[src/rtl/spi_xfer_ctrl_pkg.sv]
// rtl/spi_xfer_ctrl_pkg.sv - shared sizes, FSM encoding and word-count helper for the SPI transfer sequencer
package spi_xfer_ctrl_pkg;

  localparam int SPI_CHAR_LEN_BITS = 7;
  localparam int SPI_MAX_CHAR      = 128;
  localparam int SPI_DIV_W         = 16;
  localparam int SPI_SS_NB         = 8;
  localparam int SPI_WORD_W        = 32;

  typedef enum logic [2:0] {
    SPI_XC_IDLE   = 3'd0,
    SPI_XC_LOAD   = 3'd1,
    SPI_XC_SETUP  = 3'd2,
    SPI_XC_SHIFT  = 3'd3,
    SPI_XC_HOLD   = 3'd4,
    SPI_XC_UNLOAD = 3'd5
  } spi_xc_state_t;

  // Number of 32-bit words touched by a transfer; a zero length field means a full-width transfer.
  function automatic int unsigned spi_word_count(input int unsigned len_field, input int unsigned max_char);
    int unsigned bits;
    bits = (len_field == 0) ? max_char : len_field;
    return (bits + 31) >> 5;
  endfunction

endpackage

[src/rtl/spi_xfer_ctrl_if.sv]
// rtl/spi_xfer_ctrl_if.sv - command, TX word and RX word handshakes of the SPI transfer sequencer
interface spi_xfer_ctrl_if
  import spi_xfer_ctrl_pkg::*;
#(
  parameter int CHAR_LEN_BITS = SPI_CHAR_LEN_BITS,
  parameter int DIV_W         = SPI_DIV_W,
  parameter int SS_NB         = SPI_SS_NB
);

  logic                     cmd_valid;
  logic                     cmd_ready;
  logic [CHAR_LEN_BITS-1:0] cmd_len;
  logic                     cmd_lsb;
  logic                     cmd_rx_neg;
  logic                     cmd_tx_neg;
  logic [DIV_W-1:0]         cmd_div;
  logic [SS_NB-1:0]         cmd_ss;

  logic                     txw_valid;
  logic                     txw_ready;
  logic [31:0]              txw_data;

  logic                     rxw_valid;
  logic                     rxw_ready;
  logic [31:0]              rxw_data;

  modport master (
    output cmd_valid, cmd_len, cmd_lsb, cmd_rx_neg, cmd_tx_neg, cmd_div, cmd_ss,
    output txw_valid, txw_data,
    output rxw_ready,
    input  cmd_ready, txw_ready, rxw_valid, rxw_data
  );

  modport slave (
    input  cmd_valid, cmd_len, cmd_lsb, cmd_rx_neg, cmd_tx_neg, cmd_div, cmd_ss,
    input  txw_valid, txw_data,
    input  rxw_ready,
    output cmd_ready, txw_ready, rxw_valid, rxw_data
  );

endinterface

[src/rtl/spi_sclk_gen.sv]
// rtl/spi_sclk_gen.sv - sclk divider with registered pos/neg edge strobes
module spi_sclk_gen
  import spi_xfer_ctrl_pkg::*;
#(
  parameter int DIV_W = SPI_DIV_W
) (
  input  logic             clk_shift,
  input  logic             rst,
  input  logic             en,
  input  logic [DIV_W-1:0] div,
  output logic             sclk,
  output logic             pos_edge,
  output logic             neg_edge
);

  logic [DIV_W-1:0] cnt;
  logic             phase;
  logic             tc;

  // phase is the level sclk will take one cycle after each strobe, so a strobe always leads its sclk transition.
  assign tc = en && (cnt == div);

  // Divider, phase and strobes; everything collapses to idle-low whenever the generator is disabled.
  always_ff @(posedge clk_shift) begin
    if (rst || !en) begin
      cnt      <= '0;
      phase    <= 1'b0;
      sclk     <= 1'b0;
      pos_edge <= 1'b0;
      neg_edge <= 1'b0;
    end else begin
      cnt      <= tc ? '0 : cnt + DIV_W'(1);
      phase    <= phase ^ tc;
      pos_edge <= tc && !phase;
      neg_edge <= tc && phase;
      sclk     <= phase;
    end
  end

endmodule

[src/rtl/spi_xfer_ctrl.sv]
// rtl/spi_xfer_ctrl.sv - sequencer that loads, runs and unloads one spi_shift transfer at a time
module spi_xfer_ctrl
  import spi_xfer_ctrl_pkg::*;
#(
  parameter int CHAR_LEN_BITS = SPI_CHAR_LEN_BITS,
  parameter int MAX_CHAR      = SPI_MAX_CHAR,
  parameter int DIV_W         = SPI_DIV_W,
  parameter int SS_NB         = SPI_SS_NB
) (
  input  logic                     clk_shift,
  input  logic                     rst,
  spi_xfer_ctrl_if.slave           bus,
  output logic                     busy,
  output logic [3:0]               latch,
  output logic [3:0]               byte_sel,
  output logic [31:0]              p_in,
  output logic [CHAR_LEN_BITS-1:0] len,
  output logic                     lsb,
  output logic                     rx_negedge,
  output logic                     tx_negedge,
  output logic                     go,
  output logic                     pos_edge,
  output logic                     neg_edge,
  output logic                     s_clk,
  input  logic                     tip,
  input  logic                     last,
  input  logic [MAX_CHAR-1:0]      p_out,
  output logic                     sclk_pad_o,
  output logic [SS_NB-1:0]         ss_pad_o
);

  localparam int WORDS = MAX_CHAR / SPI_WORD_W;
  localparam int IDX_W = (WORDS > 1) ? $clog2(WORDS) : 1;

  spi_xc_state_t    state;
  spi_xc_state_t    state_next;

  logic [IDX_W-1:0] widx;
  logic [IDX_W-1:0] last_idx;
  logic [DIV_W-1:0] div_r;
  logic [DIV_W-1:0] wcnt;
  logic [SS_NB-1:0] ss_r;
  logic             tip_seen;

  logic             cmd_fire;
  logic             txw_fire;
  logic             rxw_fire;
  logic             tip_fall;
  logic             gen_en;
  logic             sclk;

  logic             load_word;
  logic             go_set;
  logic             ss_assert;
  logic             ss_release;
  logic             wcnt_inc;
  logic             widx_inc;

  // spi_shift reports its last bit through tip alone; the last strobe is not needed here.
  logic             unused_last;
  assign unused_last = last;

  assign bus.cmd_ready = (state == SPI_XC_IDLE);
  // Never overwrite the shift register while a transfer is still in progress.
  assign bus.txw_ready = (state == SPI_XC_LOAD) && !tip;
  assign bus.rxw_valid = (state == SPI_XC_UNLOAD);
  assign bus.rxw_data  = p_out[{widx, 5'b00000} +: 32];

  assign cmd_fire = bus.cmd_valid && bus.cmd_ready;
  assign txw_fire = bus.txw_valid && bus.txw_ready;
  assign rxw_fire = bus.rxw_valid && bus.rxw_ready;

  assign busy     = (state != SPI_XC_IDLE);
  assign tip_fall = (state == SPI_XC_SHIFT) && tip_seen && !tip;
  // Edges only run while spi_shift is actually shifting.
  assign gen_en   = (state == SPI_XC_SHIFT) && tip;

  assign s_clk      = sclk;
  assign sclk_pad_o = sclk;

  spi_sclk_gen #(
    .DIV_W (DIV_W)
  ) u_sclk_gen (
    .clk_shift (clk_shift),
    .rst       (rst),
    .en        (gen_en),
    .div       (div_r),
    .sclk      (sclk),
    .pos_edge  (pos_edge),
    .neg_edge  (neg_edge)
  );

  // State register.
  always_ff @(posedge clk_shift) begin
    if (rst) begin
      state <= SPI_XC_IDLE;
    end else begin
      state <= state_next;
    end
  end

  // Next-state decode and one-cycle control strobes for the datapath.
  always_comb begin
    state_next = state;
    load_word  = 1'b0;
    go_set     = 1'b0;
    ss_assert  = 1'b0;
    ss_release = 1'b0;
    wcnt_inc   = 1'b0;
    widx_inc   = 1'b0;
    unique case (state)
      SPI_XC_IDLE: begin
        if (cmd_fire) begin
          state_next = SPI_XC_LOAD;
        end
      end
      SPI_XC_LOAD: begin
        if (txw_fire) begin
          load_word = 1'b1;
          widx_inc  = 1'b1;
          if (widx == last_idx) begin
            state_next = SPI_XC_SETUP;
            ss_assert  = 1'b1;
          end
        end
      end
      SPI_XC_SETUP: begin
        if (wcnt == div_r) begin
          go_set     = 1'b1;
          state_next = SPI_XC_SHIFT;
        end else begin
          wcnt_inc = 1'b1;
        end
      end
      SPI_XC_SHIFT: begin
        if (tip_fall) begin
          state_next = SPI_XC_HOLD;
        end
      end
      SPI_XC_HOLD: begin
        if (wcnt == div_r) begin
          ss_release = 1'b1;
          state_next = SPI_XC_UNLOAD;
        end else begin
          wcnt_inc = 1'b1;
        end
      end
      SPI_XC_UNLOAD: begin
        if (rxw_fire) begin
          widx_inc = 1'b1;
          if (widx == last_idx) begin
            state_next = SPI_XC_IDLE;
          end
        end
      end
      default: begin
        state_next = SPI_XC_IDLE;
      end
    endcase
  end

  // Word index and wait counter restart on every state change so LOAD and UNLOAD both begin at word 0.
  always_ff @(posedge clk_shift) begin
    if (rst) begin
      widx <= '0;
      wcnt <= '0;
    end else begin
      if (state_next != state) begin
        widx <= '0;
      end else if (widx_inc) begin
        widx <= widx + IDX_W'(1);
      end
      wcnt <= wcnt_inc ? wcnt + DIV_W'(1) : '0;
    end
  end

  // Transfer configuration is captured once per command and held until the next one.
  always_ff @(posedge clk_shift) begin
    if (rst) begin
      len        <= '0;
      lsb        <= 1'b0;
      rx_negedge <= 1'b0;
      tx_negedge <= 1'b0;
      div_r      <= '0;
      ss_r       <= '0;
      last_idx   <= '0;
    end else if (cmd_fire) begin
      len        <= bus.cmd_len;
      lsb        <= bus.cmd_lsb;
      rx_negedge <= bus.cmd_rx_neg;
      tx_negedge <= bus.cmd_tx_neg;
      div_r      <= bus.cmd_div;
      ss_r       <= bus.cmd_ss;
      last_idx   <= IDX_W'(spi_word_count(32'(bus.cmd_len), MAX_CHAR) - 1);
    end
  end

  // One-cycle load and go pulses towards spi_shift, slave-select pins, and tip tracking.
  always_ff @(posedge clk_shift) begin
    if (rst) begin
      latch    <= '0;
      byte_sel <= '0;
      p_in     <= '0;
      go       <= 1'b0;
      ss_pad_o <= '1;
      tip_seen <= 1'b0;
    end else begin
      latch    <= load_word ? 4'(4'b0001 << widx) : 4'b0000;
      byte_sel <= load_word ? 4'hF : 4'h0;
      p_in     <= load_word ? bus.txw_data : 32'h0;
      go       <= go_set;
      if (ss_assert) begin
        ss_pad_o <= ~ss_r;
      end else if (ss_release) begin
        ss_pad_o <= '1;
      end
      if (go_set || (state != SPI_XC_SHIFT)) begin
        tip_seen <= 1'b0;
      end else if (tip) begin
        tip_seen <= 1'b1;
      end
    end
  end

endmodule

[src/flat_wrapper.sv]
// flat-port wrapper written by rule: the top's interface ports become plain ports
module spi_xfer_ctrl_flat import spi_xfer_ctrl_pkg::*;
#(
  parameter int CHAR_LEN_BITS = SPI_CHAR_LEN_BITS,
  parameter int MAX_CHAR      = SPI_MAX_CHAR,
  parameter int DIV_W         = SPI_DIV_W,
  parameter int SS_NB         = SPI_SS_NB
)
  (clk_shift, rst, busy, latch, byte_sel, p_in, len, lsb, rx_negedge, tx_negedge, go, pos_edge, neg_edge, s_clk, tip, last, p_out, sclk_pad_o, ss_pad_o, bus_cmd_valid, bus_cmd_len, bus_cmd_lsb, bus_cmd_rx_neg, bus_cmd_tx_neg, bus_cmd_div, bus_cmd_ss, bus_txw_valid, bus_txw_data, bus_rxw_ready, bus_cmd_ready, bus_txw_ready, bus_rxw_valid, bus_rxw_data);
  spi_xfer_ctrl_if #(.CHAR_LEN_BITS(CHAR_LEN_BITS), .DIV_W(DIV_W), .SS_NB(SS_NB)) bus_i ();
  input  logic clk_shift;
  input  logic rst;
  output logic busy;
  output logic [3:0] latch;
  output logic [3:0] byte_sel;
  output logic [31:0] p_in;
  output logic [CHAR_LEN_BITS-1:0] len;
  output logic lsb;
  output logic rx_negedge;
  output logic tx_negedge;
  output logic go;
  output logic pos_edge;
  output logic neg_edge;
  output logic s_clk;
  input  logic tip;
  input  logic last;
  input  logic [MAX_CHAR-1:0] p_out;
  output logic sclk_pad_o;
  output logic [SS_NB-1:0] ss_pad_o;
  input wire logic [$bits(bus_i.cmd_valid)-1:0] bus_cmd_valid;
  input wire logic [$bits(bus_i.cmd_len)-1:0] bus_cmd_len;
  input wire logic [$bits(bus_i.cmd_lsb)-1:0] bus_cmd_lsb;
  input wire logic [$bits(bus_i.cmd_rx_neg)-1:0] bus_cmd_rx_neg;
  input wire logic [$bits(bus_i.cmd_tx_neg)-1:0] bus_cmd_tx_neg;
  input wire logic [$bits(bus_i.cmd_div)-1:0] bus_cmd_div;
  input wire logic [$bits(bus_i.cmd_ss)-1:0] bus_cmd_ss;
  input wire logic [$bits(bus_i.txw_valid)-1:0] bus_txw_valid;
  input wire logic [$bits(bus_i.txw_data)-1:0] bus_txw_data;
  input wire logic [$bits(bus_i.rxw_ready)-1:0] bus_rxw_ready;
  output wire logic [$bits(bus_i.cmd_ready)-1:0] bus_cmd_ready;
  output wire logic [$bits(bus_i.txw_ready)-1:0] bus_txw_ready;
  output wire logic [$bits(bus_i.rxw_valid)-1:0] bus_rxw_valid;
  output wire logic [$bits(bus_i.rxw_data)-1:0] bus_rxw_data;
  assign bus_i.cmd_valid = bus_cmd_valid;
  assign bus_i.cmd_len = bus_cmd_len;
  assign bus_i.cmd_lsb = bus_cmd_lsb;
  assign bus_i.cmd_rx_neg = bus_cmd_rx_neg;
  assign bus_i.cmd_tx_neg = bus_cmd_tx_neg;
  assign bus_i.cmd_div = bus_cmd_div;
  assign bus_i.cmd_ss = bus_cmd_ss;
  assign bus_i.txw_valid = bus_txw_valid;
  assign bus_i.txw_data = bus_txw_data;
  assign bus_i.rxw_ready = bus_rxw_ready;
  assign bus_cmd_ready = bus_i.cmd_ready;
  assign bus_txw_ready = bus_i.txw_ready;
  assign bus_rxw_valid = bus_i.rxw_valid;
  assign bus_rxw_data = bus_i.rxw_data;
  spi_xfer_ctrl #(.CHAR_LEN_BITS(CHAR_LEN_BITS), .MAX_CHAR(MAX_CHAR), .DIV_W(DIV_W), .SS_NB(SS_NB)) u_core (.clk_shift(clk_shift), .rst(rst), .bus(bus_i), .busy(busy), .latch(latch), .byte_sel(byte_sel), .p_in(p_in), .len(len), .lsb(lsb), .rx_negedge(rx_negedge), .tx_negedge(tx_negedge), .go(go), .pos_edge(pos_edge), .neg_edge(neg_edge), .s_clk(s_clk), .tip(tip), .last(last), .p_out(p_out), .sclk_pad_o(sclk_pad_o), .ss_pad_o(ss_pad_o));
endmodule
[config.mk]
export PLATFORM = sky130hd
export DESIGN_NAME = spi_xfer_ctrl_flat
export DESIGN_NICKNAME = d
export VERILOG_FILES = /design/src/rtl/spi_xfer_ctrl_pkg.sv /design/src/rtl/spi_xfer_ctrl_if.sv /design/src/rtl/spi_sclk_gen.sv /design/src/rtl/spi_xfer_ctrl.sv /design/src/flat_wrapper.sv
export SDC_FILE = /design/constraint.sdc
export NUM_CORES = 1
export LEC_CHECK = 0
export BUFFER_PORTS_ARGS = -buffer_cell sky130_fd_sc_hd__buf_2
export CORE_MARGIN = 5
export CORE_UTILIZATION = 40
export DETAILED_ROUTE_END_ITERATION = 6
export PLACE_DENSITY_LB_ADDON = 0.08
export SLEW_MARGIN = 25
export SYNTH_ARGS = -nofsm -noshare
export SYNTH_HDL_FRONTEND = slang
export SYNTH_SLANG_ARGS = --single-unit
[constraint.sdc]
create_clock -name clk_shift -period 2.4 [get_ports clk_shift]
set_input_delay 0.12 -clock clk_shift [delete_from_list [all_inputs] [get_ports clk_shift]]
set_output_delay 0.12 -clock clk_shift [all_outputs]
set_load 0.05 [all_outputs]
Word level (Yosys, flattened, before mapping)
Index checks and enable logic that the tools add are counted.
Widths: inputs -> output; s select.

cells by class
  add/subtract/negate cells = 5
  eq/ne operators = 10
  shift operators = 2
  muxes and demuxes = 25
  bitwise gates (word level) = 4
  reductions and logical operators = 25

operators with widths
  cell                   number
  $shiftx 128x8->32      1
  $add 16x1->16 const B  2
  $eq 16x16->1           2
  $mux 3                 8
  $pmux 3 s6             1
  $mux 8                 2
  $reduce_or 2->1        6
  $mux 1                 11
  $logic_and 1x1->1      10
  $not 8->8              1
  $add 7x5->7 const B    1
  $logic_not 7->1        1
  $mux 7                 1
  $eq 3x2->1 const B     2
  $eq 3x3->1 const B     2
  $mux 4                 1
  $shl 1x2->4 const A    1
  $eq 3x1->1 const B     1
  $logic_not 1->1        3
  $logic_not 3->1        1
  $ne 3x2->1 const B     1
  $ne 3x3->1             1
  $reduce_bool 3->1      1
  $add 2x1->2 const B    1
  7 further kinds        9

word-level totals
  flip-flop bits (word level) = 127
  output and inout port bits = 99

Logic depth before layout (Yosys ltp)
Gate-level depths: netlist of run 1.

  depth after elaboration = 7
  gate-level depth with buffers = 7
  mapped depth without buffers = 6

Hierarchy
From an unflattened synthesis of run 1, not the netlist that was laid out.

second synthesis, totals
  cell total of the unflattened synthesis = 564
  area total of the unflattened synthesis = 5,634.2 um^2

modules (own cells, without submodules)
  module         times used  cells an instance  area each (um^2)  sequential area each (um^2)
  spi_xfer_ctrl  1           457                4,644.5           2,082.0
  spi_sclk_gen   1           107                989.7             400.4

Least setup slack after synthesis of run 1
Ideal clock, no wire load.

  kind = register to register
  start = reg u_core.state[1]
  end = reg u_core.ss_pad_o[0]
  library setup time = 0.132 ns
  arrival = 2.205 ns
  required time = 2.268 ns
  path slack = 0.062 ns
  cell stages (with the launch flop) = 5
  period minus slack after synthesis = 2.338 ns
  cell sequence = dfxtp_1 -> nor4b_2 -> nand2_1 -> nor4_4 -> a2bb2oi_1

between the ends
  word-level cells in the longest chain between the ends = 6
  elaborated cells on any way between the ends = 9
  classes of those cells = eq/ne (2); mux (4); reduce/logical (3)

ends and longest elaborated chain
  what                                         line                  RTL
  start: declaration                           spi_xfer_ctrl.sv:35   spi_xc_state_t state;
  start signal: assignment                     spi_xfer_ctrl.sv:98   state <= state_next;
  $eq 3x1->1 (*)                               spi_xfer_ctrl.sv:65   assign bus.txw_ready = (state == SPI_XC_LOAD) && !tip;
  $logic_and 1x1->1 (*)                        spi_xfer_ctrl.sv:65
  named net bus_txw_ready                      flat_wrapper.sv:41    output wire logic [$bits(bus_i.txw_ready)-1:0] bus_txw_ready;
  $logic_and 1x1->1 (*)                        spi_xfer_ctrl.sv:70   assign txw_fire = bus.txw_valid && bus.txw_ready;
  $mux 1 (*)                                   spi_xfer_ctrl.sv:118  if (txw_fire) begin
  $mux 1 (*)                                   spi_xfer_ctrl.sv:111  unique case (state)
  $mux 8 or $reduce_bool 2->1 (tied branches)  n/a
  end signal: assignment                       spi_xfer_ctrl.sv:213  ss_pad_o <= ~ss_r;
  end: declaration                             spi_xfer_ctrl.sv:29   output logic [SS_NB-1:0] ss_pad_o

Mark *: on every way through the listed nets, which the timed path passes. The rest lies on a longest branch.
A chain may end at the register's enable or synchronous reset.

Final worst setup path of run 1
  start = reg u_core.widx[0]
  end = out bus_rxw_data[3]

between the ends
  word-level cells in the longest chain between the ends = 1

ends and longest elaborated chain
  what                      line                  RTL
  start: declaration        spi_xfer_ctrl.sv:38   logic [IDX_W-1:0] widx;
  start signal: assignment  spi_xfer_ctrl.sv:171  widx <= widx + IDX_W'(1);
  $shiftx 128x8->32         spi_xfer_ctrl.sv:67   assign bus.rxw_data = p_out[{widx, 5'b00000} +: 32];
  end: declaration          flat_wrapper.sv:43    output wire logic [$bits(bus_i.rxw_data)-1:0] bus_rxw_data;

Every way passes these cells.

==> results of run 1 <==
-- where the power goes --
group	internal [µW]	switching [µW]
Clock	1970	927
Sequential	2120	51.6
Combinational	392	543
Total	4480	1520
-- final timing paths --
kind                   startpoint                  to  slack (ns)  cells past startpoint
setup reg to reg  u_core.state[0]  u_core.ss_pad_o[6]        0.51                      4
hold / removal     bus_cmd_len[0]       u_core.len[0]        0.02                      3
setup / recovery   u_core.widx[0]     bus_rxw_data[3]        0.42                      3
hold reg to reg    u_core.ss_r[4]  u_core.ss_pad_o[4]        0.43                      1
-- layout make-up --
| type | instances | area [µm²] | share of cell area (%) |
|---|---|---|---|
| antenna | 5 | 12.5 | 0.146 |
| sequential | 124 | 2480 | 29.0 |
| tap | 180 | 225 | 2.63 |
| multi-input combinational | 402 | 2930 | 34.2 |
| timing repair buffer | 373 | 2240 | 26.1 |
| clock inverter | 12 | 218 | 2.54 |
| clock buffer | 20 | 447 | 5.21 |
| inverter | 4 | 15.0 | 0.175 |
-- cells by family (layout without fill, tap and decap cells) --
group	after synthesis	count (layout)	share of synthesized area (%)
simple gates	240	240	21.5
mux	32	32	12.9
xor+xnor	65	65	10.2
buf+inv	36	409	3.26
fa+ha+maj	4	4	0.894
flops	124	124	44.4
compound gates	61	61	6.91
other cells	0	5	0
-- sequential cells by signal (all words and copies together), names as in the netlist, 2 cells and up --
register and flops:
u_core.p_in 32, u_core.div_r 16, u_core.u_sclk_gen.cnt 16, u_core.wcnt 16, u_core.ss_pad_o 8, u_core.ss_r 8, u_core.len 7, u_core.latch 4
u_core.state 3, u_core.last_idx 2, u_core.widx 2
-- worst register-to-register path, delay by kind of cell (launching register included) --
family             cells  cell delay [ns]
AOI/OAI and AO/OA      1             0.13
DFF                    1             0.58
and+or+nand+nor        3             1.04
-- cells in the final DEF, fill, tap and decap left out, types with 3 or more instances in the layout --
cell / netlist / final
clkinvlp_4: 0 / 3
bufinv_16: 0 / 6
buf_2: 9 / 298
xor2_1: 50 / 50
mux4_2: 32 / 32
dfxtp_1: 124 / 122
ha_1: 4 / 4
clkinv_2: 0 / 3
clkbuf_16: 0 / 17
a2bb2oi_1: 8 / 8
nand2_1: 92 / 92
diode_2: 0 / 5
and3_1: 6 / 6
inv_1: 4 / 4
dlygate4sd3_1: 0 / 65
a21oi_1: 39 / 39
a211oi_1: 3 / 3
and2_1: 37 / 37
nor2_1: 48 / 48
nand4_1: 6 / 6
xnor2_1: 15 / 15
nor4_1: 8 / 8
nor4_2: 3 / 3
buf_4: 5 / 8
nand3_1: 14 / 14
nor3_1: 8 / 8
and4_1: 3 / 3
-- per-layer routing --
metal  track usage, %  part of all wire, %  vias to the layer above  routed length, µm
met5                0                    0                        -                  0
met4             9.55                  2.1                        0                439
met3             8.25                  9.2                       26               1900
met2             42.6                   49                      230              10100
met1             28.8                   39                     2584               8120
li1                 -                    -                     2661                  -
-- cell usage after synthesis, types with 2 or more instances --
master	instances
o21ai_0	2
nor3_1	8
a21oi_1	39
nand4_1	6
ha_1	4
nor2b_1	2
nor4_2	3
nand3_1	14
xor2_1	50
nor4_1	8
nand2_1	92
buf_2	9
a2bb2oi_1	8
nand2b_1	2
and2_1	37
inv_1	4
buf_4	5
and3_1	6
dfxtp_1	124
mux4_2	32
a211oi_1	3
nor4_4	2
clkbuf_1	15
and4_1	3
xnor2_1	15
nor2_1	48
-- per-stage QoR --
step	setup WS [ns]	cells
global placement	0.551	1018
floorplan	0.0622	562
CTS	0.379	1115
global route	0.301	1118
finish	0.420	1120
detailed placement	0.499	1018
==> summary.txt, run 1 <==
Clock network
  • Clock sink total: 124
  • Later-pin clock latency in the skew report: 0.43 ns
  • H-tree levels: 4
  • CTS tree: done
  • Register clock-pin slew on the reported worst setup and hold paths: 0.05 ns
  • Max Buffers Root-to-Sink: 2
  • Post-CTS sizing: 0
  • CTS Hold Buffers Added: 65
  • CTS root buffer: clkbuf_16
  • Cts bufs inserted: 17
  • Post-CTS setup buffers: 0

Yosys
  • Post-synth EDFFs: 0
  • Yosys reg bits: 124
  • Yosys cell types: 47
  • Synth top area cells: dfxtp_1 (44%), mux4_2 (13%), xor2_1 (7.8%), nand2_1 (6.2%), and2_1 (4.1%)
  • Async S/R FF share, synth: 0%
  • Top_reg_cell synth: dfxtp_1
  • Syn_area_per_cell: 9.96 µm²
  • Yosys top cell area share: 44.4%
  • Synth warn: 0
  • Post-synth net total: 767
  • Mapped Area: 0.00560 mm²
  • Post-Synthesis Cells: 562
  • Seq/Total Area, Yosys: 44.4%
  • Yosys top cell by area: dfxtp_1

STA
  • Hold_ws: 0.0225 ns
  • Fin crit share: 82.5%
  • RSZ-0062 raised after global routing: no
  • Fmax: 505 MHz
  • Hold Violations, Final: 0
  • Setup TNS: 0 ns
  • Setup Viol. Count Final: 0
  • Max_slew headroom: 60.0%
  • Worst slew pin tran: 0.600 ns
  • Fin crit period: 1.98 ns
  • Slew Limit Fails: 0
  • Clk_skew: 0.0163 ns

Place
  • Post-DP Area: 0.00725 mm²
  • GPL Wtd Cong: 0.991
  • Port bufs: 298
  • Final HPWL DP: 16000 µm

Floorplanning
  • Initial Util: 40.5%
  • Die W: 128 µm
  • Die H: 128 µm
  • Io pins: 300
  • Die area: 0.0165 mm²
  • Core area: 0.0138 mm²
  • Row count: 43

Layout
  • Nets: 1127
  • Layout cells sized above 1: 41.0%
  • Final Instance Area: 0.00858 mm²
  • Synthesis-to-layout area growth: 53.2%
  • Final core utilization: 62.0%
  • Fill count: 1204

GRT
  • GRT Overall Usage: 24.9%
  • Vias in the first global route: 5636
  • Initial antenna violation count: 4
  • First-pass GRT wire length: 30800 µm
  • GRT Residual Overflow: 0
  • Pin count of the biggest net entering global routing: 37

Detailed routing
  • ANT nets after route: 0
  • Initial DRC count: 204
  • Wire per inst: 18.4 µm
  • Via density: 4.91
  • DR vias: 5501
  • # DRC: 0
  • Drt pass-1 iters: 4
  • Total wire length: 20600 µm

Critical path
  • Crit path cell chain: buf_12 -> mux4_2 -> buf_2
  • Critical Path End Type: output pin
  • Max stage delay on crit path: 0.59 ns
  • Crit Path Max Fanout: 21
  • Worst path bufs/invs: 2
  • Crit path DAT: 1.86 ns
  • CP top delay family: multiplexers
  • Worst Path Required: 2.28 ns
  • Crit Path Category: reg2out
  • CP Launch Type: flop
  • CP max stage cell: mux4_2

Job
  • Maxcap violations: 0

Power and ir drop
  • Leakage: 0.00394 µW
  • IR drop worst, VDD: 440 µV
  • Pwr/cell area: 700 mW/mm²
  • Total chip power: 6000 µW

Run status
  • Status: finished, final reports clean

Hold path
  • Type of the worst min-delay path: in2reg
Power figures use the tool's default switching activity.
==> run 2: changes to the inputs <==
clock period = 1.77 ns   (was 2.4 ns; I/O delays follow)
==> summary.txt, run 2 (same netlist as run 1, synthesis figures left out) <==
Layout
  • ANT cells: 0 (was 5)
  • Max reg flops: 32 (unchanged)
  • Commonest non-fill, non-tap cell in the layout: buf_2 (unchanged)
  • Commonest cells after routing, fill and taps aside: buf_2 (266), dfxtp_1 (115), nand2_1 (90) (was buf_2 (298), dfxtp_1 (122), nand2_1 (92))
  • Biggest register: u_core.p_in (unchanged)
  • Nets: 1180 (was 1127)
  • Synthesis-to-layout area growth: 69.5% (was 53.2%)
  • Final Instance Area: 0.00948 mm² (was 0.00858 mm²)
  • Layout cells sized above 1: 46.7% (was 41.0%)
  • Fill count: 1069 (was 1204)

Critical path
  • Setup slack, reg-to-reg: 0.06 ns (was 0.51 ns)
  • Reg2reg end: u_core.ss_pad_o[0] (was u_core.ss_pad_o[6])
  • Crit path cell chain: buf_12 -> buf_12 -> mux4_2 -> buf_12 (was buf_12 -> mux4_2 -> buf_2)
  • R2R depth: 6 (was 4)
  • Crit Path Max Fanout: 5 (was 21)
  • Worst Path Required: 1.68 ns (was 2.28 ns)
  • CP most frequent cell: buf_12
  • Worst R2R Start: u_core.div_r[11] (was u_core.state[0])
  • Critical Path End Type: output pin (unchanged)
  • Max stage delay on crit path: 0.59 ns (about the same)
  • Worst path bufs/invs: 3 (was 2)
  • Crit Path Category: reg2out (unchanged)
  • CP top delay family: multiplexers (unchanged)
  • CP max stage cell: mux4_2 (unchanged)
  • CP Launch Type: flop (unchanged)
  • Worst path depth: 4 (was 3)
  • Crit path DAT: 1.82 ns (was 1.86 ns)

Floorplanning
  • Initial Util: 40.5% (unchanged)
  • Row count: 43 (unchanged)
  • Die W: 128 µm (unchanged)
  • Die area: 0.0165 mm² (unchanged)
  • Die H: 128 µm (unchanged)
  • Io pins: 300 (unchanged)
  • Core area: 0.0138 mm² (unchanged)

Clock network
  • Cts bufs inserted: 17 (unchanged)
  • CTS tree: done (unchanged)
  • Max Buffers Root-to-Sink: 2 (unchanged)
  • Register clock-pin slew on the reported worst setup and hold paths: 0.06 ns (was 0.05 ns)
  • Later-pin clock latency in the skew report: 0.41 ns (was 0.43 ns)
  • H-tree levels: 4 (unchanged)
  • CTS root buffer: clkbuf_16 (unchanged)
  • Clock sink total: 124 (unchanged)

STA
  • Hold_ws: 0.0185 ns (was 0.0225 ns)
  • Fin crit period: 1.91 ns
  • PnR worst setup slack: -0.137 ns (was 0.420 ns)
  • Setup Viol. Count Final: 32 (was 0)
  • Fmax: 524 MHz
  • Worst slew pin tran: 0.411 ns (was 0.600 ns)
  • RSZ-0062 raised after global routing: yes (was no)
  • Max_slew headroom: 72.6% (was 60.0%)
  • Clk_skew: 0.00823 ns (was 0.0163 ns)
  • Hold Violations, Final: 0 (unchanged)
  • Slew Limit Fails: 0 (unchanged)
  • Setup TNS: -1.87 ns (was 0 ns)
  • Fin crit share: 108%

Run status
  • Failing checks: negative setup slack
  • Status: complete, but fails checks (was finished, final reports clean)

Detailed routing
  • DR vias: 5703 (was 5501)
  • # DRC: 0 (unchanged)
  • Initial DRC count: 171 (was 204)
  • Wire per inst: 17.4 µm (was 18.4 µm)
  • Total wire length: 20400 µm (was 20600 µm)
  • Drt pass-1 iters: 4 (unchanged)
  • Via density: 4.88 (was 4.91)
  • ANT nets after route: 0 (unchanged)

Power and ir drop
  • Leakage: 0.00435 µW (was 0.00394 µW)
  • IR drop worst, VDD: 913 µV (was 440 µV)
  • Pwr/cell area: 840 mW/mm² (was 700 mW/mm²)
  • Total chip power: 7960 µW (was 6000 µW)

GRT
  • Initial antenna violation count: 1 (was 4)
  • Vias in the first global route: 6133 (was 5636)
  • Pin count of the biggest net entering global routing: 39 (was 37)
  • First-pass GRT wire length: 31200 µm (was 30800 µm)
  • GRT Overall Usage: 24.5% (was 24.9%)
  • GRT Residual Overflow: 0 (unchanged)

Hold path
  • Min-Delay Endpoint: u_core.latch[0] (was u_core.len[0])
  • Hold Path Origin: bus_txw_valid (was bus_cmd_len[0])
  • Type of the worst min-delay path: in2reg (unchanged)
  • WHS Path Cells: 3 (unchanged)

Place
  • Final HPWL DP: 14900 µm (was 16000 µm)
  • Port bufs: 298 (unchanged)
  • Post-DP Area: 0.00768 mm² (was 0.00725 mm²)
  • GPL Wtd Cong: 0.993 (was 0.991)

Job
  • Maxcap violations: 0 (unchanged)
==> run 2: cell count changes in the layout (fill, tap and decap cells not counted), sizes merged <==
cell,previous run,this run
buf,308,359
diode,5,0
bufinv,6,3
clkbuf,20,23
clkinv,3,4
dlygate4sd3,65,66
==> run 2: metrics by stage <==
stage / instances / utilization, % / setup WS (ns)
finish: 1168 / 68.6 / -0.137
CTS: 1165 / 67.5 / -0.135
detailed placement: 1058 / 55.6 / -0.0230
global placement: 1058 / 55.6 / -0.0364
global route: 1168 / 68.6 / -0.172
floorplan: 562 / - / -0.154
==> run 2: final cells by class <==
| cell class | count | area [µm²] | share of cell area [%] |
|---|---|---|---|
| well taps | 180 | 225 | 2.37 |
| inverters | 4 | 15.0 | 0.158 |
| clock buffers | 22 | 464 | 4.89 |
| multi-input cells | 402 | 3060 | 32.3 |
| clock inverters | 10 | 140 | 1.48 |
| flip-flops and latches | 124 | 2500 | 26.3 |
| repair buffers | 426 | 3080 | 32.5 |
==> run 2: what timing repair did <==
item                                    CTS  global route
pin swaps                                 8             7
gates resized for setup                  66            28
setup buffers                             5             2
endpoints found under the setup margin   44            54
gates cloned                              4             1
hold buffers                             66             0
endpoints found under the hold margin    66             0
==> run 2: layer usage <==
layer	wire length [µm]	global-route usage [%]	share of wire, %
met4	439	8.30	2.2
met1	8410	29.3	41
met5	12	0	0.059
met3	1630	7.88	8.0
met2	9870	41.6	48
==> run 2: worst max path at each step <==
stage / start / endpoint / slack [ns]
2_1_floorplan: u_core.state[1] / u_core.ss_pad_o[0] / -0.15
3_3_place_gp: u_core.div_r[9] / u_core.state[0] / -0.04
3_5_place_dp: u_core.div_r[12] / u_core.u_sclk_gen.phase / -0.02
4_1_cts: u_core.widx[0] / bus_rxw_data[23] / -0.14
5_1_grt: u_core.widx[0] / bus_rxw_data[23] / -0.17
6_report: u_core.widx[0] / bus_rxw_data[23] / -0.14
==> run 2: worst reg2reg max path, delay by kind of cell, from the launching register on <==
kind	cells	cell delay (ns)
DFF	1	0.36
and+or+nand+nor	2	0.53
buffers and inverters	1	0.19
AOI/OAI and AO/OA	2	0.41
xor gates and xnor gates	1	0.15
==> run 2: report_power, final <==
group	switching [µW]	internal, µW
combinational	800	706
clock	1240	2290
sequential	58.9	2870
